[config.mk]
export PLATFORM = sky130hd
export DESIGN_NAME = cheri_lsu_bg_arbiter
export DESIGN_NICKNAME = d
export VERILOG_FILES = /design/src/rtl/cheri_lsu_bg_arbiter.sv
export SDC_FILE = /design/constraint.sdc
export NUM_CORES = 1
export LEC_CHECK = 0
export CAP_MARGIN = 20
export CORE_MARGIN = 3
export CORE_UTILIZATION = 20
export CTS_CLUSTER_DIAMETER = 60
export DETAILED_ROUTE_END_ITERATION = 16
export HOLD_SLACK_MARGIN = 0.15
export PLACE_DENSITY = 0.79
export SYNTH_ARGS = -nofsm -noshare
export SYNTH_HDL_FRONTEND = slang
export SYNTH_SLANG_ARGS = --single-unit
[constraint.sdc]
create_clock -name clk_i -period 1.8 [get_ports clk_i]
set_clock_uncertainty 0.1 [all_clocks]
set_input_delay 0.27 -clock clk_i [delete_from_list [all_inputs] [get_ports clk_i]]
set_output_delay 0.27 -clock clk_i [all_outputs]
set_load 0.03 [all_outputs]
[src/rtl/cheri_lsu_bg_arbiter.sv]
`default_nettype none
// ============================================================================
// Module   : cheri_lsu_bg_arbiter
// Purpose  : Round-robin arbiter sharing the single background LSU request
//            port between NMstr background engines. It holds the grant from
//            request until lsu_req_done_i. It also routes each in-order LSU
//            response back to the engine that issued it, using a small tag
//            FIFO.
// Revision : 1.0 - initial release
// ----------------------------------------------------------------------------
// Ports:
//   clk_i, rst_ni          clock, asynchronous active-low reset
//   mstr_req_i[NMstr]      per-engine request, held until its req_done
//   mstr_is_cap_i/we_i     per-engine access attributes
//   mstr_addr_i            engine i at [32i+31:32i]
//   mstr_wdata_i           engine i at [33i+32:33i]
//   mstr_req_done_o        one-hot pulse: engine's request accepted
//   mstr_resp_valid_o      one-hot pulse: response belongs to engine
//   lsu_req_o, lsu_*_o     muxed request towards the LSU
//   lsu_req_done_i         LSU accepted the current request
//   lsu_resp_valid_i       LSU response strobe (data on shared bus)
//   busy_o                 grant locked or responses outstanding
//   resp_err_o             sticky: response arrived with nothing outstanding
// ============================================================================
module cheri_lsu_bg_arbiter #(
  parameter int NMstr     = 2,
  parameter int MaxOutstd = 2
) (
  input  logic                  clk_i,
  input  logic                  rst_ni,
  input  logic [NMstr-1:0]      mstr_req_i,
  input  logic [NMstr-1:0]      mstr_is_cap_i,
  input  logic [NMstr-1:0]      mstr_we_i,
  input  logic [NMstr*32-1:0]   mstr_addr_i,
  input  logic [NMstr*33-1:0]   mstr_wdata_i,
  output logic [NMstr-1:0]      mstr_req_done_o,
  output logic [NMstr-1:0]      mstr_resp_valid_o,
  output logic                  lsu_req_o,
  output logic                  lsu_is_cap_o,
  output logic                  lsu_we_o,
  output logic [31:0]           lsu_addr_o,
  output logic [32:0]           lsu_wdata_o,
  input  logic                  lsu_req_done_i,
  input  logic                  lsu_resp_valid_i,
  output logic                  busy_o,
  output logic                  resp_err_o
);

  localparam int IdxW = $clog2(NMstr);
  localparam int PtrW = (MaxOutstd > 1) ? $clog2(MaxOutstd) : 1;
  localparam int CntW = $clog2(MaxOutstd + 1);

  logic [IdxW-1:0] rr_ptr;
  logic            lock_q;
  logic [NMstr-1:0] gnt_q;
  logic [NMstr-1:0] win;
  logic [NMstr-1:0] gnt;
  logic [IdxW-1:0] gnt_idx;
  logic            found;

  logic [IdxW-1:0] fifo_mem [MaxOutstd];
  logic [PtrW-1:0] wr_ptr;
  logic [PtrW-1:0] rd_ptr;
  logic [CntW-1:0] count;
  logic            fifo_full;
  logic            fifo_empty;
  logic [IdxW-1:0] head;
  logic            accept;
  logic            pop;

  // Round-robin scan from rr_ptr upwards, then wrap to the indices below it.
  always_comb begin
    win   = '0;
    found = 1'b0;
    for (int i = 0; i < NMstr; i++) begin
      if (!found && (IdxW'(i) >= rr_ptr) && mstr_req_i[i]) begin
        win[i] = 1'b1;
        found  = 1'b1;
      end
    end
    for (int i = 0; i < NMstr; i++) begin
      if (!found && (IdxW'(i) < rr_ptr) && mstr_req_i[i]) begin
        win[i] = 1'b1;
        found  = 1'b1;
      end
    end
  end

  // While reset is asserted the grant is forced off so every LSU-facing
  // output reads 0 even if engines keep their requests raised.
  assign gnt = rst_ni ? (lock_q ? gnt_q : win) : '0;

  always_comb begin
    gnt_idx      = '0;
    lsu_is_cap_o = 1'b0;
    lsu_we_o     = 1'b0;
    lsu_addr_o   = '0;
    lsu_wdata_o  = '0;
    for (int i = 0; i < NMstr; i++) begin
      if (gnt[i]) begin
        gnt_idx = gnt_idx | IdxW'(i);
      end
      lsu_is_cap_o = lsu_is_cap_o | (gnt[i] & mstr_is_cap_i[i]);
      lsu_we_o     = lsu_we_o | (gnt[i] & mstr_we_i[i]);
      lsu_addr_o   = lsu_addr_o | ({32{gnt[i]}} & mstr_addr_i[32*i +: 32]);
      lsu_wdata_o  = lsu_wdata_o | ({33{gnt[i]}} & mstr_wdata_i[33*i +: 33]);
    end
  end

  assign fifo_full  = (count == CntW'(MaxOutstd));
  assign fifo_empty = (count == '0);
  assign head       = fifo_mem[rd_ptr];

  // A full FIFO suppresses the request without locking, so arbitration is
  // redone from scratch once a response frees a slot.
  assign lsu_req_o = (|gnt) & ~fifo_full;
  assign accept    = lsu_req_o & lsu_req_done_i;
  assign pop       = lsu_resp_valid_i & ~fifo_empty;

  assign mstr_req_done_o = accept ? gnt : '0;
  assign busy_o          = lock_q | ~fifo_empty;

  always_comb begin
    mstr_resp_valid_o = '0;
    for (int i = 0; i < NMstr; i++) begin
      mstr_resp_valid_o[i] = pop & (head == IdxW'(i));
    end
  end

  // Grant lock and round-robin pointer.
  always_ff @(posedge clk_i or negedge rst_ni) begin
    if (!rst_ni) begin
      lock_q <= 1'b0;
      gnt_q  <= '0;
      rr_ptr <= '0;
    end else if (lsu_req_o) begin
      if (lsu_req_done_i) begin
        lock_q <= 1'b0;
        rr_ptr <= (gnt_idx == IdxW'(NMstr - 1)) ? '0 : gnt_idx + 1'b1;
      end else begin
        lock_q <= 1'b1;
        gnt_q  <= gnt;
      end
    end
  end

  // Response-routing tag FIFO and sticky error flag.
  always_ff @(posedge clk_i or negedge rst_ni) begin
    if (!rst_ni) begin
      wr_ptr     <= '0;
      rd_ptr     <= '0;
      count      <= '0;
      resp_err_o <= 1'b0;
      for (int i = 0; i < MaxOutstd; i++) begin
        fifo_mem[i] <= '0;
      end
    end else begin
      if (accept) begin
        fifo_mem[wr_ptr] <= gnt_idx;
        wr_ptr <= (wr_ptr == PtrW'(MaxOutstd - 1)) ? '0 : wr_ptr + 1'b1;
      end
      if (pop) begin
        rd_ptr <= (rd_ptr == PtrW'(MaxOutstd - 1)) ? '0 : rd_ptr + 1'b1;
      end
      if (accept && !pop) begin
        count <= count + 1'b1;
      end else if (pop && !accept) begin
        count <= count - 1'b1;
      end
      if (lsu_resp_valid_i && fifo_empty) begin
        resp_err_o <= 1'b1;
      end
    end
  end

endmodule
`default_nettype wire

* After elaboration in Yosys (flattened, before gate mapping)
Index checks and enable logic that the tools add are counted.
** Word-level totals
- Bits in registers :: 11
- Input bits :: 140
- Output and inout bits :: 74
- Word-level logic and storage cells :: 89
** Cells by class
- Add/subtract/negate cells :: 5
- Magnitude comparators :: 7
- Eq/ne operators :: 1
- Mux-type cells :: 22
- Bitwise logic cells :: 24
- Reductions and logical operators :: 21
** Operators by type and width (number)
- $and A33 B33 Y33 :: 2
- $and A32 B32 Y32 :: 2
- $or A33 B33 Y33 :: 1
- $or A32 B32 Y32 :: 1
- $mux W1 :: 15
- $logic_and A1 B1 Y1 :: 11
- $mux W2 :: 5
- $and A1 B1 Y1 :: 9
- $logic_not A1 Y1 :: 5
- $ge A2 B2 Y1 const B :: 2
- $not A1 Y1 :: 4
- $not A1 Y2 :: 2
- $reduce_and A2 Y1 :: 2
- $add A1 B1 Y1 const B :: 3
- $or A1 B1 Y1 :: 3
- $add A2 B1 Y2 const B :: 1
- $bwmux W2 :: 1
- $eq A2 B2 Y1 const B :: 1
- $ge A1 B1 Y1 const A :: 2
- $logic_not A2 Y1 :: 1
- $lt A1 B1 Y1 const A :: 2
- $lt A2 B1 Y1 const B :: 1
- $reduce_bool A2 Y1 :: 1
- $reduce_or A2 Y1 :: 1
- 2 further kinds :: 2

* Longest topological paths before layout
- Depth in word-level cells :: 24
- Depth in mapped cells :: 7
- Depth with buffers taken out :: 7

* Worst setup path after synthesis
Ideal clock, no wire load.
- Kind :: register -> output
- Start :: register lock_q
- End :: output lsu_addr_o[12]
- Arrival :: 1.516 ns
- Required time :: 1.430 ns
- Setup slack :: -0.086 ns
- Cell stages (with the launch flop) :: 7
- Path buffers :: 3
- Path through :: dfrtp_1 mux2i_2 nor2b_1 buf_2 buf_6 buf_4 a22o_1
** Between the ends
- Word-level cells in the longest chain between the ends :: 4
- Elaborated cells on any way between the ends :: 5
** Ends and longest elaborated chain
- from (decl) :: line 54 : logic lock_q;
- from (signal assigned) :: line 133 : lock_q <= 1'b0;
- from (signal assigned) :: line 138 : lock_q <= 1'b0;
- from (signal assigned) :: line 141 : lock_q <= 1'b1;
- $mux W2 (*) (2 in a row) :: line 91 : assign gnt = rst_ni ? (lock_q ? gnt_q : win) : '0;
- $and A32 B32 Y32 :: line 105 : lsu_addr_o = lsu_addr_o | ({32{gnt[i]}} & mstr_addr_i[32*i +: 32]);
- $or A32 B32 Y32 (*) :: line 105
- to (decl) :: line 41 : output logic [31:0] lsu_addr_o,
Mark *: on every way between the ends. The rest lies on a longest branch, timed or not.

* Worst setup path after layout
- Start :: register lock_q
- End :: output lsu_wdata_o[23]
** Between the ends
- Word-level cells in the longest chain between the ends :: 4
- Elaborated cells on any way between the ends :: 5
** Ends and longest elaborated chain
- $mux W2 (*) (2 in a row) :: line 91
- $and A33 B33 Y33 :: line 106 : lsu_wdata_o = lsu_wdata_o | ({33{gnt[i]}} & mstr_wdata_i[33*i +: 33]);
- $or A33 B33 Y33 (*) :: line 106
- to (decl) :: line 42 : output logic [32:0] lsu_wdata_o,
Marks and branches as above.

==> results.cfg <==
[outcome]
status = complete, but fails checks
violations = negative setup slack

[timing]
finalMaxSlewViolations = 0
hold_viol = 0
fin_crit_sh_pct = 121
slew-limit-headroom_pct = 79.4
clock.fmax_mhz = 457
tightest_slew_ps = 308
tns_ps = -21800
worst_slack_ps = -386
setup_viol = 70
rsz0062_at_grt = yes
period_needed_ps = 2190
whs_ps = 315

[critical_path]
crit_end = lsu_wdata_o[23]
worstSetupEndpointType = output port
cp_max_fo = 6
cpPeakStageDelay_ps = 460
cp-startpoint = lock_q
critPathSlowestCell = dfrtp_2
worst_r2r_endpoint = count[1]
critPathRequiredTime_ps = 1430
worstSetupPathType = reg -> out
cp-start-kind = flip-flop
r2r-start = lock_q
crit_chain = nand2b_4 -> o21ai_4 -> and2_4 -> buf_12 -> clkbuf_16 -> a22o_1 -> buf_6
reg2reg_slack_ps = -20
worstPathArrival_ps = 1820
worstRegToRegCells = 8

[finish]
final-instance-count-excl-fill = 456
final_cell_mix = 137 x clkdlybuf4s50_1, 69 x buf_6, 49 x a22o_4
drive_above_1_share_pct = 49.6
synthToLayoutAreaGrowth_pct = 264
nets = 523
fillers = 376
n_antenna_cell = 0
layout_commonest_cell = clkdlybuf4s50_1

[global_route]
grt_pass1_wl_um = 13900
grt_pass1_vias = 2376
track_usage_pct = 24.2
grt_max_degree = 34
overflow = 0
antenna_found_initial = 0

[clock_network]
root_buffer = clkbuf_8
cts_sinks = 11
htreeDepth = 1
cts_tree = done
cts_buffers = 3
worstSkewPairLatency_ps = 230
clkSlewWorstSetupHoldPaths_ps = 50
clk_path_buf_depth = 2

[run]
max-cap-violations = 0

[min_path]
hp-class = in -> async

[floorplanning]
chipWidth_um = 86.0
initial_core_util_pct = 21.1
dieArea_um2 = 7390
placementRows = 28
ioPinCount = 214
die_y_um = 86.0
core_area_um2 = 6060

[drt]
first_pass_iters = 4
via_per_inst = 5.14
drt_wl_total_um = 10800
wl_per_cell_um = 23.7
ant_nets = 0
num_vias = 2344
first_iter_violations = 93
drc_errors = 0

[yosys]
syn_area_um2 = 1280
syn_inst = 139
syn_avg_cell_area_um2 = 9.20
ys_types = 29
yosys_warnings = 0
yosysSeqAreaShare_pct = 21.5
synth_nets = 280
synth_seq_cells = 11

[placement]
port_buffers = 213
dp_cells = 431
place.gp.congestion = 0.802
dp_hpwl_um = 7190
place_ws_ps = -452

[power]
power_density_nw_per_um2 = 1360
leakage_nw = 2.12
ir_worst_vdd_mv = 0.971
fin_total_pwr_w = 0.00633
## synthesized netlist by cell type
master,n,share of area (%)
buf_2,9,3.5
mux2i_2,1,1.1
a22o_1,67,46
mux2i_1,1,0.78
nand2_1,2,0.59
nor2_1,7,2.1
a21o_1,1,0.59
ha_1,1,0.98
o21ai_0,4,1.6
a211oi_1,1,0.59
nand3_1,1,0.39
nor2b_1,3,1.5
o21a_1,2,1.2
and2_4,1,0.69
o22a_1,1,0.69
o2bb2ai_1,1,0.69
inv_1,2,0.59
nor3_1,1,0.39
o31ai_1,2,1.2
o21ai_2,1,0.69
dfrtp_1,11,22
buf_6,6,5.3
xor2_1,2,1.4
xnor2_1,3,2.1
nand2b_1,4,2.0
buf_4,1,0.59
nand3b_1,1,0.59
or3_1,1,0.49
a21boi_1,1,0.59
## worst max-delay path, delay by kind of cell (launching register included)
kind	cells	cell delay [ps]
AO/OA/AOI/OAI	2	310
buffers and inverters	3	440
flip-flops	1	460
AND/OR/NAND/NOR	2	370
## cell type report
cell class	instances	area, um2	area share, %
Clock buffer	4	45.0	0.967
Timing Repair Buffer	254	2850	61.2
Tap cell	75	93.8	2.02
Multi-Input combinational cell	110	1390	29.8
Sequential cell	11	277	5.94
Inverter	2	7.51	0.161
## what timing repair did
action | CTS | global route
endpoints found under the setup margin | 72 | 76
buffers inserted | 7 | 3
cloned | 4 | 7
pin swaps | 6 | 40
endpoints found under the hold margin | 11 | 0
gates resized for setup | 95 | 28
hold buffers | 1 | 0
## stage by stage
step	area, um2	utilization (%)
2_1_floorplan	1560	-
3_3_place_gp	3740	61.7
3_5_place_dp	3740	61.7
4_1_cts	4320	71.2
5_1_grt	4660	76.8
6_report	4660	76.8
## logic make-up after synthesis
logic type,Yosys count,synth area share [%]
compound gates,81,53.6
simple gates,21,8.61
buf+inv,18,9.98
flops,11,21.5
fa+ha+maj,1,0.978
xor+xnor,5,3.43
mux,2,1.86
## sequential cells by signal, summed over array words and instances (netlist names)
register and count:
wr_ptr 1, lock_q 1, resp_err_o 1, rr_ptr 1
fifo_mem 2, count 2, rd_ptr 1, gnt_q 2
## worst min-delay path by stage
stage                from          to  slack, ps
2_1_floorplan      rst_ni    count[0]       -130
3_3_place_gp   resp_err_o  resp_err_o        340
3_5_place_dp   resp_err_o  resp_err_o        360
4_1_cts        resp_err_o  resp_err_o        380
5_1_grt            rst_ni    gnt_q[1]        350
6_report           rst_ni    gnt_q[1]        320
## metal layers
metal | GRT usage, % | vias up | wire length, um
met2 | 46.3 | 132 | 5930
met4 | 4.46 | 0 | 299
met3 | 3.17 | 22 | 756
met5 | 0 | - | 0
met1 | 28.4 | 1134 | 3800
li1 | - | 1056 | -
## power breakdown
part	switching (W)	internal, W	leakage [nW]
Clock	0.0000895	0.000155	0.0228
Combinational	0.00261	0.00299	1.97
Sequential	0.000116	0.000369	0.126
No activity file was read; power rests on OpenSTA's default activity.
